File: config.mk
export PLATFORM = sky130hd
export DESIGN_NAME = pixel_clk_divider
export DESIGN_NICKNAME = d
export VERILOG_FILES = /design/src/rtl/pixel_clk_divider.sv
export SDC_FILE = /design/constraint.sdc
export NUM_CORES = 1
export LEC_CHECK = 0
export CAP_MARGIN = 20
export CORE_AREA = 2 2 39 41
export DETAILED_ROUTE_END_ITERATION = 6
export DIE_AREA = 0 0 41 43
export GPL_ROUTABILITY_DRIVEN = 0
export HOLD_SLACK_MARGIN = 0.02
export PLACE_DENSITY_LB_ADDON = 0.12
export SLEW_MARGIN = 10
export SYNTH_ARGS = -nofsm -noshare
export SYNTH_HDL_FRONTEND = slang
export SYNTH_SLANG_ARGS = --single-unit
export TNS_END_PERCENT = 100
File: constraint.sdc
create_clock -name clk -period 3.4 [get_ports clk]
set_clock_uncertainty 0.15 [all_clocks]
set_input_delay 0.34 -clock clk [delete_from_list [all_inputs] [get_ports clk]]
set_output_delay 0.34 -clock clk [all_outputs]
set_load 0.05 [all_outputs]
File: src/rtl/pixel_clk_divider.sv
// Integer clock divider: registered 50%-duty divided clock plus a one-cycle enable strobe.
// Optional runtime ratio input enabled by defining CLKDIV_RUNTIME_DIV_EN.
module pixel_clk_divider #(
    parameter int unsigned DIV_RATIO = 4,
    parameter int unsigned MAX_DIV   = 16,
    localparam int unsigned CNT_W    = (MAX_DIV > 2) ? $clog2(MAX_DIV) : 1
) (
    input  logic             clk,
    input  logic             rst,
`ifdef CLKDIV_RUNTIME_DIV_EN
    input  logic [CNT_W-1:0] div_ratio,
`endif
    output logic             clk_out,
    output logic             clk_en
);

    // Ratio needs one more bit than the counter so MAX_DIV itself is representable.
    localparam int unsigned RW = CNT_W + 1;

    generate
        if (DIV_RATIO < 2 || DIV_RATIO > MAX_DIV) begin : g_bad_ratio
            $error("pixel_clk_divider: DIV_RATIO %0d outside 2..%0d", DIV_RATIO, MAX_DIV);
        end
    endgenerate

    logic [CNT_W-1:0] cnt_q, cnt_d;
    logic             clk_out_d, clk_en_d;
    logic [RW-1:0]    ratio_cur, ratio_nxt, half_nxt;
    logic             wrap;

`ifdef CLKDIV_RUNTIME_DIV_EN
    localparam int unsigned REP_MAX   = (1 << CNT_W) - 1;
    localparam int unsigned CLAMP_MAX = (MAX_DIV <= REP_MAX) ? MAX_DIV : REP_MAX;

    logic [RW-1:0] ratio_q, ratio_sel;

    // Clamp the requested ratio into the supported range.
    always_comb begin
        ratio_sel = RW'(div_ratio);
        if (ratio_sel < RW'(2)) begin
            ratio_sel = RW'(2);
        end else if (ratio_sel > RW'(CLAMP_MAX)) begin
            ratio_sel = RW'(CLAMP_MAX);
        end
    end

    // New ratio only takes effect at a period boundary.
    assign ratio_cur = ratio_q;
    assign ratio_nxt = wrap ? ratio_sel : ratio_q;

    always_ff @(posedge clk) begin
        if (rst) begin
            ratio_q <= RW'(DIV_RATIO);
        end else begin
            ratio_q <= ratio_nxt;
        end
    end
`else
    assign ratio_cur = RW'(DIV_RATIO);
    assign ratio_nxt = RW'(DIV_RATIO);
`endif

    // Outputs are decoded from the next count so they are pure flop outputs.
    always_comb begin
        wrap      = (RW'(cnt_q) == (ratio_cur - RW'(1)));
        cnt_d     = wrap ? '0 : (cnt_q + CNT_W'(1));
        half_nxt  = ratio_nxt >> 1;
        clk_out_d = (RW'(cnt_d) >= half_nxt);
        clk_en_d  = (RW'(cnt_d) == half_nxt);
    end

    always_ff @(posedge clk) begin
        if (rst) begin
            cnt_q   <= '0;
            clk_out <= 1'b0;
            clk_en  <= 1'b0;
        end else begin
            cnt_q   <= cnt_d;
            clk_out <= clk_out_d;
            clk_en  <= clk_en_d;
        end
    end

endmodule

==> impl_metrics.csv <==
group,metric,value,unit
global_route,overflow,0,
cells_and_area,layout_commonest_cell,"dfxtp_1",
timing,drv_slew,0,
setup_path,crit_slowest_cell,"clkdlybuf4s50_1",
clocking,numCtsBuffers,3,
setup_path,worstPathMaxFanout,1,
setup_path,cp_top_family,"buffers and inverters",
timing,min_period_over_period,53.7,%
floorplanning,die_height,43,um
floorplanning,die_area,1760,um^2
timing,fmax,548,MHz
route,drtAntennaViolNets,0,
cells_and_area,drive_above_1_share,12.1,%
setup_path,cp_slowest_stage_delay,790,ps
timing,finalCriticalPeriod,1830,ps
yosys,syn-cell-area,262,um^2
timing,tightest_slew,490,ps
pwr,ir_drop,139,uV
outcome,status,"completed",
route,dr.pass1.iters,2,
route,vias_per_cell,4.27,
route,drt-initial-drc-count,2,
floorplanning,core_region_area,1380,um^2
global_route,grt_usage,6.75,%
yosys,synth_fp_nets,31,
timing,rsz0062_at_grt,"false",
setup_path,worst_setup_path_end_kind,"primary output",
pwr,power.total,181,uW
clocking,cts_resized,0,
floorplanning,row_count,14,
setup_path,path_buf_inv,1,
worst_hold_path,hold_path.class,"register to register",
flow_run,cap_violations,0,
yosys,yosysWarnings,0,
clocking,clockRootBuffer,"clkbuf_4",
cells_and_area,nets,39,
timing,finalSetupViolCount,0,
global_route,first_global_vias,208,
yosys,syn_area_per_cell,9.69,um^2
floorplanning,pin_count,4,
clocking,clkLatencyLatePin,250,ps
yosys,yosysSeqAreaShare,45.9,%
route,wl_per_cell,9.61,um
cells_and_area,n_fill_cell,151,
setup_path,crit_type,"register to primary output",
setup_path,path_cells,"clkdlybuf4s50_1",
route,vias,209,
clocking,cts_num_sinks,6,
yosys,syn_inst,27,
setup_path,start_kind,"register",
timing,slew-limit-headroom,67.3,%
floorplanning,initial_utilization,18.9,%
route,drc,0,
global_route,grt_pass1_wl,752,um
clocking,cts_buffer_depth,2,
route,wl,471,um
clocking,ctsHoldBuffers,0,
cells_and_area,mostFrequentLayoutCells,"dfxtp_1, inv_1, nor2_1, clkbuf_4, clkdlybuf4s50_1",
clocking,cts_tree,"done",
cells_and_area,area_growth,27.8,%
clocking,cts_max_level,1,
cells_and_area,antenna_cells,0,
pwr,p_per_area,541,nW/um^2
yosys,yosysUniqueCellTypes,15,
clocking,clk_pin_slew,40,ps
global_route,antenna_found_initial,0,
timing,tns,0,ps
setup_path,critPathRequiredTime,2910,ps
timing,hold_viol,0,
yosys,synth.ff_latch_count,6,
pwr,power_leakage,0.139,nW
clocking,postCtsSetupBuffers,0,
setup_path,cp.arrival,1340,ps
global_route,grt_max_degree,7,
floorplanning,fp.dieW,41,um
placed_design,port_buffers,3,
==> layout make-up <==
cell class / count / area [um^2] / share of cell area (%)
multi-input combinational: 18 / 130 / 39.0
sequential: 6 / 120 / 36.0
timing repair buffer: 3 / 30.0 / 8.99
clock buffer: 3 / 22.5 / 6.74
tap: 16 / 20.0 / 5.99
inverter: 3 / 11.3 / 3.37
==> worst paths after layout <==
path / start / end / slack, ps / depth (start not counted)
max: clk_en / clk_en / 1570 / 1
min: cnt_q[2] / cnt_q[2] / 370 / 2
max reg2reg: cnt_q[1] / clk_out / 2050 / 5
min reg2reg: cnt_q[2] / cnt_q[2] / 370 / 2
==> synthesized netlist by cell type (all sizes together) <==
| cell | instances | area, um^2 |
|---|---|---|
| dfxtp | 6 | 120 |
| inv | 3 | 11.3 |
| nor2 | 3 | 11.3 |
| a21oi | 2 | 10.0 |
| ha | 2 | 25.0 |
| nand3b | 2 | 15.0 |
| a211oi | 1 | 7.51 |
| a21boi | 1 | 7.51 |
| a21o | 1 | 8.76 |
| a311oi | 1 | 8.76 |
| nand2b | 1 | 6.26 |
| nand3 | 1 | 5.00 |
| nand4 | 1 | 6.26 |
| o211a | 1 | 10.0 |
| xor2 | 1 | 8.76 |
==> per-stage QoR <==
stage	hold WS [ps]	setup WS, ps	std cells	util [%]	cell area [um^2]
after floorplan	257	2140	27	-	262
after global placement	361	1830	46	22.5	312
after detailed placement	368	1830	46	22.5	312
after CTS	375	1560	49	24.1	334
after global routing	390	1530	49	24.1	334
final	375	1570	49	24.1	334
==> power by group <==
group          internal (mW)  total [mW]  leakage, nW  switching, mW
Clock                 0.0400      0.0672       0.0138         0.0272
Sequential            0.0765      0.0811       0.0493        0.00454
Combinational         0.0133      0.0326       0.0758         0.0193
Total                  0.130       0.181        0.139         0.0510
==> kinds of logic after synthesis <==
| logic type | Yosys count | synth area share [%] |
|---|---|---|
| and+or+nand+nor | 8 | 16.7 |
| AOI/OAI and AO/OA | 7 | 20.1 |
| DFF | 6 | 45.9 |
| buffers and inverters | 3 | 4.31 |
| adders and majority gates | 2 | 9.57 |
| xor gates and xnor gates | 1 | 3.35 |
==> registers in the layout, indices dropped and copies added (netlist names) <==
name     flops
clk_out      1
clk_en       1
cnt_q        4
==> routing by layer <==
layer / vias to the layer above / GRT usage, % / routed length (um)
li1: 110 / - / -
met1: 91 / 7.82 / 217
met2: 5 / 8.75 / 214
met3: 3 / 1.57 / 15
met4: 0 / 8.00 / 23
met5: - / 0 / 0
Note: power is estimated with default switching activity, not from simulation.
